`src/rtl/key_event_ctrl.sv`:
```
// key_event_ctrl: sample-tick divider, hysteresis debounce, per-key press classifier
// and 2-entry event FIFO for the two-button front panel.  Rev 1.0
`default_nettype none

module key_event_ctrl #(
  parameter int TICK_DIV     = 50000,
  parameter int DEB_CNT      = 12,
  parameter int LONG_TICKS   = 1000,
  parameter int REPEAT_TICKS = 200
) (
  input  logic       Sys_CLK,
  input  logic       Sys_RST_N,
  input  logic [1:0] Key_In,
  input  logic       Evt_Ready,
  input  logic       Ovf_Clr,
  output logic       Evt_Valid,
  output logic       Evt_Key,
  output logic [1:0] Evt_Type,
  output logic       Evt_Ovf,
  output logic [1:0] Key_Level
);

  localparam int TW = (TICK_DIV > 1) ? $clog2(TICK_DIV) : 1;
  localparam logic [1:0] T_SHORT  = 2'b00;
  localparam logic [1:0] T_LONG   = 2'b01;
  localparam logic [1:0] T_REPEAT = 2'b10;
  localparam logic [1:0] T_COMBO  = 2'b11;

  typedef enum logic [1:0] {IDLE, PRESS, HOLD, SUPPRESS} state_t;
  typedef struct packed {
    logic       key;
    logic [1:0] typ;
  } evt_t;

  logic [1:0]         sync1, sync2;
  logic [TW-1:0]      tick_cnt;
  logic               tick;
  logic [DEB_CNT-1:0] sh      [2];
  logic [DEB_CNT-1:0] sh_next [2];
  state_t             state   [2];
  state_t             state_n [2];
  logic [15:0]        hold_cnt [2];
  logic [15:0]        hold_n   [2];
  logic [15:0]        rep_cnt  [2];
  logic [15:0]        rep_n    [2];
  logic               emit     [2];
  logic [1:0]         etype    [2];
  logic               combo;
  logic               push     [2];
  evt_t               pevt     [2];
  evt_t               fifo     [2];
  evt_t               fifo_n   [2];
  logic [1:0]         cnt, cnt_n;
  logic               drop;

  function automatic logic [15:0] sat_inc(input logic [15:0] v);
    return (v == 16'hFFFF) ? v : v + 16'd1;
  endfunction

  assign tick = (tick_cnt == TW'(TICK_DIV - 1));

  always_comb begin
    for (int k = 0; k < 2; k++) begin
      sh_next[k] = {sh[k][DEB_CNT-2:0], sync2[k]};
    end
  end

  always_ff @(posedge Sys_CLK or negedge Sys_RST_N) begin
    if (!Sys_RST_N) begin
      sync1     <= 2'b00;
      sync2     <= 2'b00;
      tick_cnt  <= '0;
      Key_Level <= 2'b00;
      for (int k = 0; k < 2; k++) sh[k] <= '0;
    end else begin
      sync1    <= Key_In;
      sync2    <= sync1;
      tick_cnt <= tick ? '0 : tick_cnt + TW'(1);
      if (tick) begin
        // Level only moves on a full run of equal samples; mixed history holds it.
        for (int k = 0; k < 2; k++) begin
          sh[k] <= sh_next[k];
          if (&sh_next[k])       Key_Level[k] <= 1'b1;
          else if (~|sh_next[k]) Key_Level[k] <= 1'b0;
        end
      end
    end
  end

  always_ff @(posedge Sys_CLK or negedge Sys_RST_N) begin
    if (!Sys_RST_N) begin
      for (int k = 0; k < 2; k++) begin
        state[k]    <= IDLE;
        hold_cnt[k] <= '0;
        rep_cnt[k]  <= '0;
      end
    end else begin
      for (int k = 0; k < 2; k++) begin
        state[k]    <= state_n[k];
        hold_cnt[k] <= hold_n[k];
        rep_cnt[k]  <= rep_n[k];
      end
    end
  end

  always_comb begin
    for (int k = 0; k < 2; k++) begin
      state_n[k] = state[k];
      hold_n[k]  = hold_cnt[k];
      rep_n[k]   = rep_cnt[k];
      emit[k]    = 1'b0;
      etype[k]   = T_SHORT;
      if (tick) begin
        case (state[k])
          IDLE: begin
            if (Key_Level[k]) begin
              state_n[k] = PRESS;
              hold_n[k]  = '0;
            end
          end
          PRESS: begin
            hold_n[k] = sat_inc(hold_cnt[k]);
            if (!Key_Level[k]) begin
              state_n[k] = IDLE;
              emit[k]    = 1'b1;
              etype[k]   = T_SHORT;
            end else if (hold_n[k] == 16'(LONG_TICKS)) begin
              state_n[k] = HOLD;
              rep_n[k]   = '0;
              emit[k]    = 1'b1;
              etype[k]   = T_LONG;
            end
          end
          HOLD: begin
            if (!Key_Level[k]) begin
              state_n[k] = IDLE;
            end else begin
              rep_n[k] = sat_inc(rep_cnt[k]);
              if (rep_n[k] == 16'(REPEAT_TICKS)) begin
                rep_n[k] = '0;
                emit[k]  = 1'b1;
                etype[k] = T_REPEAT;
              end
            end
          end
          default: begin
            if (!Key_Level[k]) state_n[k] = IDLE;
          end
        endcase
      end
    end
    // A combo overrides whatever either key would have emitted on this tick.
    combo = tick && (state[0] == PRESS) && (state[1] == PRESS) && (Key_Level == 2'b11);
    if (combo) begin
      state_n[0] = SUPPRESS;
      state_n[1] = SUPPRESS;
    end
    push[0] = combo || emit[0];
    pevt[0] = combo ? evt_t'({1'b0, T_COMBO}) : evt_t'({1'b0, etype[0]});
    push[1] = !combo && emit[1];
    pevt[1] = evt_t'({1'b1, etype[1]});
  end

  // Pop is applied before the pushes so a full FIFO being drained does not drop.
  always_comb begin
    fifo_n[0] = fifo[0];
    fifo_n[1] = fifo[1];
    cnt_n     = cnt;
    drop      = 1'b0;
    if (Evt_Valid && Evt_Ready) begin
      fifo_n[0] = fifo[1];
      fifo_n[1] = '0;
      cnt_n     = cnt - 2'd1;
    end
    for (int j = 0; j < 2; j++) begin
      if (push[j]) begin
        if (cnt_n == 2'd2) begin
          drop = 1'b1;
        end else begin
          if (cnt_n == 2'd0) fifo_n[0] = pevt[j];
          else               fifo_n[1] = pevt[j];
          cnt_n = cnt_n + 2'd1;
        end
      end
    end
  end

  always_ff @(posedge Sys_CLK or negedge Sys_RST_N) begin
    if (!Sys_RST_N) begin
      fifo[0] <= '0;
      fifo[1] <= '0;
      cnt     <= 2'd0;
      Evt_Ovf <= 1'b0;
    end else begin
      fifo[0] <= fifo_n[0];
      fifo[1] <= fifo_n[1];
      cnt     <= cnt_n;
      if (drop)         Evt_Ovf <= 1'b1;
      else if (Ovf_Clr) Evt_Ovf <= 1'b0;
    end
  end

  assign Evt_Valid = (cnt != 2'd0);
  assign Evt_Key   = fifo[0].key;
  assign Evt_Type  = fifo[0].typ;

endmodule

`default_nettype wire

```
`config.mk`:
```
export PLATFORM = sky130hd
export DESIGN_NAME = key_event_ctrl
export DESIGN_NICKNAME = d
export VERILOG_FILES = /design/src/rtl/key_event_ctrl.sv
export SDC_FILE = /design/constraint.sdc
export NUM_CORES = 1
export LEC_CHECK = 0
export CAP_MARGIN = 10
export CORE_AREA = 2 2 107 130
export CTS_BUF_LIST = sky130_fd_sc_hd__clkbuf_4 sky130_fd_sc_hd__clkbuf_8
export DETAILED_ROUTE_END_ITERATION = 12
export DIE_AREA = 0 0 109 132
export PLACE_DENSITY = 0.78
export SYNTH_ARGS = -nofsm -noshare
export SYNTH_HDL_FRONTEND = slang
export SYNTH_SLANG_ARGS = --single-unit
```
`constraint.sdc`:
```
create_clock -name Sys_CLK -period 4.7 [get_ports Sys_CLK]
set_clock_uncertainty 0.2 [all_clocks]
set_input_delay 0.47 -clock Sys_CLK [delete_from_list [all_inputs] [get_ports Sys_CLK]]
set_output_delay 0.47 -clock Sys_CLK [all_outputs]
set_load 0.005 [all_outputs]
```
==> results of run 1 <==
==> state kept, by name, summed over array words and instances, names as in the netlist, 3 cells and up <==
name and cells:
state 4, tick_cnt 16, hold_cnt 32, sh 22, fifo 3, rep_cnt 32
==> worst paths after layout <==
check,from,end,cells past startpoint
min reg2reg,sync1[0],sync2[0],0
max in group asynchronous,Sys_RST_N,rep_cnt[10],3
min,sync1[0],sync2[0],0
max,hold_cnt[19],fifo[1],12
min in group asynchronous,Sys_RST_N,hold_cnt[21],2
max reg2reg,hold_cnt[19],fifo[1],12
==> layout make-up <==
cell class	count	area [µm²]	area share, %
multi-input cells	726	4380	52.2
clock inverters	14	195	2.33
clock buffers	18	248	2.95
well taps	168	210	2.51
inverters	32	120	1.43
repair buffers	24	210	2.51
flip-flops and latches	121	3030	36.1
==> Yosys cell counts, types with 10 or more instances <==
library cell,n
o31ai_1,19
dfrtp_1,121
xor2_1,11
inv_1,32
clkbuf_1,36
xnor2_1,13
ha_1,18
and3_1,15
nor2_1,54
or3_1,12
a31oi_1,19
nand2_1,154
and2_1,13
nand4_1,26
nand2b_1,10
mux2i_1,21
nand3_1,43
nor3_1,25
a21oi_1,61
nor4_1,19
o21ai_0,71
==> placed cells by master (no fill, tap or decap), types with 5 or more instances in the layout <==
master           netlist  layout
or2_2                  5       5
nand3_1               43      43
xnor2_1               13      13
or3_1                 12      12
and2_1                13      13
and4_1                 8       8
nor4_1                19      19
ha_1                  18      18
mux2i_1               21      21
dfrtp_1              121     121
nand4_1               26      26
nor4b_1                5       5
nor2_1                54      54
o211ai_1               5       5
and3_1                15      15
nand2b_1              10      10
clkbuf_8               0      18
buf_4                  6      12
o21ai_0               71      71
a22o_1                 6       6
a21oi_1               61      61
xor2_1                11      11
o2111ai_1              5       5
o41ai_1                8       8
a31oi_1               19      19
mux2_2                 6       6
inv_1                 32      32
nand2_1              154     154
clkdlybuf4s50_1        0      11
nor3_1                25      25
o31ai_1               19      19
==> worst max-delay path, delay by kind of cell (launching register included) <==
family	cells	cell delay [ns]
flip-flops	1	0.56
AO/OA/AOI/OAI	3	0.67
buffers and inverters	1	0.29
adder cells (fa/ha/maj)	1	0.27
multiplexers	2	0.66
AND/OR/NAND/NOR	5	1.50
==> routing by layer <==
layer / global-route usage (%) / up-vias
met3: 5.14 / 36
met5: 0 / -
li1: - / 3391
met1: 33.9 / 3311
met4: 9.12 / 0
met2: 39.7 / 161
==> logic make-up (layout without fill, tap and decap cells) <==
kind of cell / Yosys count / after routing / synth area share (%)
muxes: 27 / 27 / 3.57
adders and majority gates: 18 / 18 / 2.90
AOI/OAI and AO/OA: 240 / 240 / 20.1
and+or+nand+nor: 417 / 417 / 27.0
buffers and inverters: 84 / 88 / 4.73
DFF: 121 / 121 / 38.9
xor gates and xnor gates: 24 / 24 / 2.70
==> report_power, final <==
part / total [mW] / internal [mW] / leakage [nW] / switching (mW)
combinational: 0.279 / 0.117 / 1.52 / 0.162
sequential: 1.07 / 1.06 / 1.66 / 0.0117
clock: 1.05 / 0.594 / 0.212 / 0.457
total: 2.40 / 1.77 / 3.39 / 0.631
==> metrics by stage <==
stage                     power, mW  hold WS [ns]  std cells
after CTS                      2.42         0.153       1103
after global routing           2.50         0.180       1103
after floorplan                1.28       -0.0256        931
after global placement         1.36         0.132       1070
after detailed placement       1.37         0.135       1070
final                          2.40         0.151       1103
==> what timing repair did <==
item | in CTS | in global routing
endpoints found under the setup margin | 0 | 0
hold buffers | 1 | 0
endpoints found under the hold margin | 39 | 0
==> flow_summary.ini, run 1 <==
[place]
dp_hpwl_um = 12000
numPortBuffers = 12
gp_congestion = 0.931
dpl-instance-area_um2 = 7940
dp_slack_ns = 0.545

[cells_and_area]
fin_nets = 946
area_delta_synth_final_pct = 7.92
drive_gt1_share_pct = 7.81
diodes = 0
fin_area_um2 = 8390
fillers = 1114
final_util_pct = 64.2

[synthesis]
synth_nets = 955
synth.yosys.warnings = 0
syn_area_um2 = 7770
seq_area_frac_synth_pct = 38.9
ys_types = 77
syn_area_per_cell_um2 = 8.35
synth_area_leaders = dfrtp_1, nand2_1, o21ai_0
synthArstFlopShare_pct = 100
synth_top_area_cell = dfrtp_1
synth_seq_cells = 121
synth-edff-count = 0
synth_top_cell_area_share_pct = 38.9
syn_inst = 931
synth-main-ff-cell = dfrtp_1

[critical_path]
cp_slowest_cell = dfrtp_1
worst_setup_path_end_kind = register
cpPeakStageDelay_ns = 0.56
crit_type = reg2reg
arrival_ns = 4.40
cp_max_fo = 14
critical_path.startpoint_type = register
r2r_slack_ns = 0.46
path_cells = nand4_1 -> buf_4 -> o31a_1 -> nor4_1 -> o21ai_0 -> and4b_1 -> o2111a_1 -> nand2b_1 -> mux2_2 -> ha_1 -> nor3_2 -> mux2i_1
worstPathRequired_ns = 4.87

[timing]
setup_viol = 0
rsz0062_at_grt = false
fin_crit_ns = 4.24
relSlewSlack_pct = 34.4
finalSetupTns_ns = 0
max_freq_mhz = 236
period_share_pct = 90.2
finalWorstSetupSlack_ns = 0.462
max_slew.worst_pin.slew_ns = 0.980
hold_violations = 0
timing.final.max_slew_violations = 0

[floorplan]
core-area_um2 = 13100
rows = 46
die_w_um = 109
fp.dieArea_um2 = 14400
die_h_um = 132
start_util_pct = 59.5
io_pins = 13

[cts]
postCtsSetupRepairBufs = 0
clock_path_buffers = 2
cts_resized = 0
numCtsBuffers = 17
root_buffer = clkbuf_8
cts_tree = yes
clkTransAtPathRegs_ns = 0.08
insertion_delay_ns = 0.46
cts_max_level = 4
cts.sinks = 121

[route]
wl_met2_um = 8290
vias_per_cell = 6.25
drc = 0
drt_first_pass_iters = 5
first_iter_violations = 510
wl_met1_um = 7970
num_vias = 6899
wl_met3_um = 710
detail_route.wl_per_cell_um = 15.7
top_layer_used = met4
drtAntennaViolNets = 0
finalWirelength_um = 17400

[power]
p_leak_nw = 3.39
power.density_nw_per_um2 = 286
vdd_ir_drop_max_v = 0.000212

[grt]
grt_pass1_vias = 6238
gr-total-overflow = 0
antenna_found_initial = 0
grt_max_degree = 45
grt_first_pass_wirelength_um = 29500
track_usage_pct = 25.1

[flow_run]
maxCapViolations = 0

[outcome]
status = complete, no violations

[hold_path]
hp-class = reg2reg
Power figures use the tool's default switching activity.
==> inputs of run 2 (changes only) <==
CTS_BUF_LIST = not set   (was sky130_fd_sc_hd__clkbuf_4 sky130_fd_sc_hd__clkbuf_8)
SLEW_MARGIN = 25   (was not set)
==> run 2 against run 1 <==
Against the previous run:
- cell area is 2.3% higher
- sequential power about the same
- largest power group is now the clock network
- via count down 0.12%
- critical endpoint unchanged
==> flow_summary.ini, run 2 (synthesized netlist as in run 1, its figures left out) <==
[grt]
track_usage_pct = 25.6
antenna_found_initial = 0
grt_first_pass_wirelength_um = 30100
grt_max_degree = 45
gr-total-overflow = 0
grt_pass1_vias = 6273

[cts]
cts_resized = 0
cts_tree = yes
insertion_delay_ns = 0.42
clkTransAtPathRegs_ns = 0.06
cts.sinks = 121
clock_path_buffers = 2
cts_max_level = 4
numCtsBuffers = 17
root_buffer = clkbuf_16

[cells_and_area]
largest_registers = hold_cnt (32), rep_cnt (32), sh (22)
diodes = 0
layout_commonest_cell = nand2_1
fin_area_um2 = 8580
fin_nets = 946
area_delta_synth_final_pct = 10.4
seq_area_um2 = 3030
multi_input_area_um2 = 4380
final_cell_mix = nand2_1, dfrtp_1, o21ai_0
drive_gt1_share_pct = 7.81
fillers = 1080

[floorplan]
core-area_um2 = 13100
io_pins = 13
die_h_um = 132
die_w_um = 109
fp.dieArea_um2 = 14400
start_util_pct = 59.5
rows = 46

[place]
numPortBuffers = 12
dp_hpwl_um = 12000
dpl-instance-area_um2 = 7940
gp_congestion = 0.931

[timing]
timing.final.max_slew_violations = 0
period_share_pct = 89.9
max_freq_mhz = 237
hold_violations = 0
rsz0062_at_grt = false
relSlewSlack_pct = 32.4
fin_crit_ns = 4.22
setup_viol = 0
finalSetupTns_ns = 0
max_slew.worst_pin.slew_ns = 1.01

[critical_path]
cp_max_fo = 14
crit_type = reg2reg
worstPathRequired_ns = 4.83
critical_path.startpoint_type = register
worst_setup_path_end_kind = register
arrival_ns = 4.36

[route]
num_vias = 6891
drt_first_pass_iters = 5
vias_per_cell = 6.25
finalWirelength_um = 17700
first_iter_violations = 550
drc = 0
detail_route.wl_per_cell_um = 16.0
drtAntennaViolNets = 0

[power]
vdd_ir_drop_max_v = 0.000239
p_leak_nw = 3.48
power.density_nw_per_um2 = 321

[flow_run]
maxCapViolations = 0

[hold_path]
hp-class = reg2reg

[outcome]
status = complete, no violations
==> run 2: changes by cell type in the layout (fill, tap and decap cells not counted) <==
| cell | delta |
|---|---|
| clkbuf_8 | -17 |
| clkbuf_16 | +17 |
==> run 2: cell type report <==
cell class | instances | share of cell area (%)
well taps | 168 | 2.45
multi-input cells | 726 | 51.0
clock inverters | 14 | 2.27
flip-flops and latches | 121 | 35.3
repair buffers | 24 | 2.45
inverters | 32 | 1.40
clock buffers | 18 | 5.12
==> run 2: routing by layer <==
layer | track usage (%) | routed length, µm | up-vias
li1 | - | - | 3386
met2 | 41.2 | 8650 | 175
met4 | 7.34 | 236 | 0
met3 | 4.99 | 737 | 22
met1 | 35.0 | 8040 | 3308
met5 | 0 | 0 | -
==> run 2: what timing repair did <==
action / CTS / global route
hold buffers: 1 / 0
buffers inserted: 0 / 0
endpoints found under the hold margin: 39 / 0
==> run 2: where the power goes <==
group,internal (mW),switching [mW]
combinational,0.116,0.161
sequential,1.06,0.0115
clock,0.903,0.503
==> run 2: worst paths after layout <==
path                         startpoint  slack [ns]  cells after the start            to
setup / recovery           hold_cnt[19]        0.48                     12       fifo[1]
hold / removal                 sync1[0]        0.15                      0      sync2[0]
setup reg to reg           hold_cnt[19]        0.48                     12       fifo[1]
hold reg to reg                sync1[0]        0.15                      0      sync2[0]
max in group asynchronous     Sys_RST_N        2.96                      3   hold_cnt[7]
min in group asynchronous     Sys_RST_N        0.36                      2  hold_cnt[21]
==> run 2: through the flow <==
stage | setup WS [ns] | total power [mW] | util [%] | instances | hold WS (ns)
floorplan | 0.875 | 1.28 | - | 931 | -0.0256
global placement | 0.719 | 1.36 | 60.8 | 1070 | 0.132
detailed placement | 0.545 | 1.37 | 60.8 | 1070 | 0.135
CTS | 0.514 | 2.78 | 65.7 | 1103 | 0.148
global route | 0.114 | 2.86 | 65.7 | 1103 | 0.174
finish | 0.475 | 2.76 | 65.7 | 1103 | 0.147
==> run 2: critical path, stage by stage, from the launching register on <==
cell and delay [ns]:
dfrtp_1 0.55, nand4_1 0.38, buf_4 0.29, o31a_1 0.29, nor4_1 0.24, o21ai_0 0.13
and4b_1 0.32, o2111a_1 0.25, nand2b_1 0.27, mux2_2 0.41, ha_1 0.27, nor3_2 0.29
mux2i_1 0.23
==> inputs of run 3 (changes only) <==
REMOVE_ABC_BUFFERS = 1   (was not set)
==> run 3 against run 2 <==
Against the previous run:
- clock power down 11%
- highest routed layer unchanged
- critical path depth down 1
- via count up 0.49%
- sequential power about the same
==> flow_summary.ini, run 3 (synthesized netlist as in run 1, its figures left out) <==
[floorplan]
fp.dieArea_um2 = 14400
start_util_pct = 59.5
core-area_um2 = 13100
io_pins = 13
rows = 46
die_w_um = 109
die_h_um = 132

[grt]
grt_pass1_vias = 6341
gr-total-overflow = 0
antenna_found_initial = 0
grt_max_degree = 76
met2_usage_pct = 39.5
grt.met3_usage_pct = 4.75
track_usage_pct = 25.0
grt_first_pass_wirelength_um = 29400
busiest_layer = met2
use_met1_pct = 33.5

[route]
first_iter_violations = 558
drc = 0
detail_route.wl_per_cell_um = 15.7
num_vias = 6925
drtAntennaViolNets = 0
vias_per_cell = 6.29
finalWirelength_um = 17300
drt_first_pass_iters = 5

[cells_and_area]
area_delta_synth_final_pct = 9.35
largest_registers = hold_cnt (32), rep_cnt (32), sh (22)
seq_area_um2 = 3030
diodes = 0
fin_nets = 944
fillers = 1109
fin_cells = 1101
final_util_pct = 65.1
layout_commonest_cell = nand2_1
drive_gt1_share_pct = 7.18
multi_input_area_um2 = 4380
final_cell_mix = nand2_1, dfrtp_1, o21ai_0
fin_area_um2 = 8500

[timing]
rsz0062_at_grt = false
fin_crit_ns = 4.20
max_slew.worst_pin.slew_ns = 0.987
whs_ns = 0.147
period_share_pct = 89.4
timing.final.max_slew_violations = 0
setup_viol = 0
relSlewSlack_pct = 34.0
finalSetupTns_ns = 0
finalWorstSetupSlack_ns = 0.496
max_freq_mhz = 238
hold_violations = 0

[place]
gp_congestion = 0.937
numPortBuffers = 12
dp_slack_ns = 0.560
dp_hpwl_um = 11600
dp.cells = 1068
dpl-instance-area_um2 = 7920

[power]
vdd_ir_drop_max_v = 0.000234
p_leak_nw = 3.45
p_total_mw = 2.60
power.density_nw_per_um2 = 306

[hold_path]
hold_start = sync1[1]
hp-class = reg2reg

[critical_path]
arrival_ns = 4.34
cp_common_cell = mux2i_1
cpPeakStageDelay_ns = 0.70
worstPathRequired_ns = 4.84
crit_type = reg2reg
critical_path.startpoint_type = register
path_cells = nand3_1 -> o41ai_1 -> mux2i_1 -> o211ai_1 -> nor4_1 -> a21oi_1 -> nand2b_1 -> mux2_2 -> ha_1 -> nor3_2 -> mux2i_1
cp_slowest_cell = o41ai_1
timing.rr.start = rep_cnt[23]
worst_setup_path_end_kind = register
startpoint = rep_cnt[23]
cp_max_fo = 9

[cts]
cts_tree = yes
clock_path_buffers = 2
clkTransAtPathRegs_ns = 0.05
cts_max_level = 4
numCtsBuffers = 17
cts.sinks = 121
root_buffer = clkbuf_16
postCtsSetupRepairBufs = 0
insertion_delay_ns = 0.43

[outcome]
status = complete, no violations

[flow_run]
maxCapViolations = 0
==> run 3: cell types whose count changed in the layout (fill, tap and decap cells not counted), sizes merged <==
cell      before  now
buf           12   10
inv           34   32
clkbuf        18   23
clkinvlp       4    1
clkinv         4    6
bufinv         4    2
==> run 3: path summary, 6_finish.rpt <==
| check | to | slack (ns) | depth (start not counted) |
|---|---|---|---|
| setup / recovery | fifo[1] | 0.50 | 11 |
| hold / removal | sync2[1] | 0.15 | 0 |
| setup reg to reg | fifo[1] | 0.50 | 11 |
| hold reg to reg | sync2[1] | 0.15 | 0 |
| max in group asynchronous | sh[2] | 3.30 | 3 |
| min in group asynchronous | rep_cnt[18] | 0.49 | 3 |
==> run 3: metal layers <==
metal  vias to the layer above  part of all wire [%]
li1                       3394                     -
met1                      3293                    45
met2                       203                    48
met3                        35                   4.9
met5                         -                     0
met4                         0                   2.2
==> run 3: what timing repair did <==
item,4_1_cts,5_1_grt
gates resized for setup,0,0
hold buffers,1,0
endpoints found under the hold margin,46,0
==> run 3: area by class of cell <==
cell class	instances	share of cell area [%]
well taps	168	2.47
flip-flops and latches	121	35.6
clock inverters	9	1.15
multi-input cells	726	51.5
clock buffers	23	5.50
inverters	32	1.41
repair buffers	22	2.34
==> run 3: where the power goes <==
part	leakage [nW]	total [mW]	switching, mW	internal (mW)
clock	0.280	1.25	0.452	0.800
sequential	1.66	1.07	0.00885	1.06
combinational	1.51	0.277	0.160	0.116
total	3.45	2.60	0.621	1.98
==> run 3: worst max-delay path: cells and delay by family (launching register included) <==
kind / cells / cell delay (ns)
mux: 3 / 0.95
fa+ha+maj: 1 / 0.27
compound gates: 3 / 1.02
flops: 1 / 0.44
simple gates: 4 / 1.25
==> edit: new RTL, flow settings as in run 3 <==
Change the parameter `REPEAT_TICKS` from 200 to 100.
--- a/src/rtl/key_event_ctrl.sv
+++ b/src/rtl/key_event_ctrl.sv
@@ -8,3 +8,3 @@
   parameter int LONG_TICKS   = 1000,
-  parameter int REPEAT_TICKS = 200
+  parameter int REPEAT_TICKS = 100
 ) (
Check against the original RTL: same outputs for any inputs over 10 cycles, from zero or initial values and one cycle with Sys_RST_N low; that may be too few to reach the edited logic, so the function may still have changed.
==> edit against run 3 <==
Maximum frequency is 5.2% lower; power is 3.6% higher; final area is 1.1% lower; sequential share of layout area is 0.39 points higher; sequential cell count stayed put; wire length is 1.2% higher; area after synthesis is 3.3% lower; worst setup slack worse by 0.23 ns; die area stayed put; critical path type unchanged; critical endpoint unchanged; highest routed layer unchanged.
==> edit: results (changes against run 3) <==
\begin{tabular}{lr}
\hline
Metric & Value \\
\hline
\multicolumn{2}{l}{\textbf{Status}} \\
\quad Outcome & complete, no violations (unchanged) \\
\multicolumn{2}{l}{\textbf{Synthesis}} \\
\quad Proportion of synthesized chip area in sequential cells & 40.3\% (was 38.9\%) \\
\quad Number of unique standard cell types used by synthesis & 73 (was 77) \\
\quad Top post-synthesis cells by area & sky130\_fd\_sc\_hd\_\_dfrtp\_1 40\%, sky130\_fd\_sc\_hd\_\_nand2\_1 7.1\%, sky130\_fd\_sc\_hd\_\_nor2\_1 4.0\% (was sky130\_fd\_sc\_hd\_\_dfrtp\_1 39\%, sky130\_fd\_sc\_hd\_\_nand2\_1 7.4\%, sky130\_fd\_sc\_hd\_\_o21ai\_0 4.6\%) \\
\quad Post-Synthesis Mean Instance Area & 8.35 um2 (about the same) \\
\multicolumn{2}{l}{\textbf{Placed design}} \\
\quad Placed Instance Area & 7730 um2 (was 7920 um2) \\
\quad Number of instances in the placed design & 1045 (was 1068) \\
\quad RD Place Congestion & 0.944 (was 0.937) \\
\quad Worst setup slack after placement & 0.187 ns (was 0.560 ns) \\
\multicolumn{2}{l}{\textbf{GRT}} \\
\quad Maximum number of pins on one net before global-route repair & 61 (was 76) \\
\quad Vias in the first global route & 6221 (was 6341) \\
\quad Overall routing resource usage & 25.1\% (was 25.0\%) \\
\quad Met1 Resource Use GR & 33.6\% (was 33.5\%) \\
\quad Met2 routing resource usage after global routing & 39.7\% (was 39.5\%) \\
\multicolumn{2}{l}{\textbf{Timing}} \\
\quad Post-route worst hold slack & 0.146 ns (was 0.147 ns) \\
\quad Clock period minus worst slack & 4.43 ns (was 4.20 ns) \\
\quad Max-slew headroom at the worst pin & 30.0\% (was 34.0\%) \\
\multicolumn{2}{l}{\textbf{Layout}} \\
\quad Layout cell share with drive strength beyond 1 & 6.79\% (was 7.18\%) \\
\multicolumn{2}{l}{\textbf{Routing}} \\
\quad Starting DRT DRC Count & 559 (was 558) \\
\quad Wl on met1 & 7640 um (was 7740 um) \\
\quad Avg WL per Cell & 16.2 um (was 15.7 um) \\
\quad Via-to-Cell Ratio & 6.30 (was 6.29) \\
\multicolumn{2}{l}{\textbf{Worst setup path}} \\
\quad Cell depth of the worst flop-to-flop path & 14 (was 11) \\
\quad Critical path fanouts, max & 6 (was 9) \\
\quad Launching instance or port of the critical path & rep\_cnt[16]\$\_DFFE\_PN0P\_ (was rep\_cnt[23]\$\_DFFE\_PN0P\_) \\
\multicolumn{2}{l}{\textbf{Min path}} \\
\quad Worst Hold Launch & sync1[0]\$\_DFF\_PN0\_ (was sync1[1]\$\_DFF\_PN0\_) \\
\quad Worst min-delay path endpoint & sync2[0]\$\_DFF\_PN0\_ (was sync2[1]\$\_DFF\_PN0\_) \\
\multicolumn{2}{l}{\textbf{Pwr}} \\
\quad Comb pwr share & 9.8\% (was 10.6\%) \\
\quad Comb power & 264 uW (was 277 uW) \\
\hline
\end{tabular}
edit: cell count changes in the layout (fill, tap and decap cells not counted), moves of 6 or more:
cell and delta:
sky130_fd_sc_hd__a21oi_1 -10, sky130_fd_sc_hd__inv_1 +6, sky130_fd_sc_hd__nand2_1 -11, sky130_fd_sc_hd__nor2_1 +26
sky130_fd_sc_hd__o21ai_0 -11
edit: worst max-delay path, cell delays in order, from the launching register on:
cell	delay [ns]
sky130_fd_sc_hd__dfrtp_1	0.45
sky130_fd_sc_hd__ha_1	0.29
sky130_fd_sc_hd__nand4_1	0.25
sky130_fd_sc_hd__buf_4	0.22
sky130_fd_sc_hd__nor4_2	0.45
sky130_fd_sc_hd__o211a_1	0.19
sky130_fd_sc_hd__o21ai_0	0.07
sky130_fd_sc_hd__or4b_4	0.57
sky130_fd_sc_hd__o31a_1	0.31
sky130_fd_sc_hd__and3_1	0.25
sky130_fd_sc_hd__mux2i_4	0.20
sky130_fd_sc_hd__inv_1	0.08
sky130_fd_sc_hd__ha_1	0.23
sky130_fd_sc_hd__nor4_4	0.36
sky130_fd_sc_hd__mux2i_1	0.22
edit: cell families after synthesis:
| group | Yosys count | synth area share (%) |
|---|---|---|
| XOR/XNOR | 27 | 3.15 |
| buffers and inverters | 82 | 4.44 |
| adder cells (fa/ha/maj) | 18 | 3.00 |
| flip-flops | 121 | 40.3 |
| AND/OR/NAND/NOR | 414 | 27.4 |
| multiplexers | 23 | 3.30 |
| AO/OA/AOI/OAI | 215 | 18.4 |
edit: area by class of cell:
cell class	instances	area, um2
clock buffers	22	474
inverters	38	143
repair buffers	25	218
well taps	168	210
flip-flops and latches	121	3030
clock inverters	10	143
multi-input cells	697	4190
fillers	1082	4660
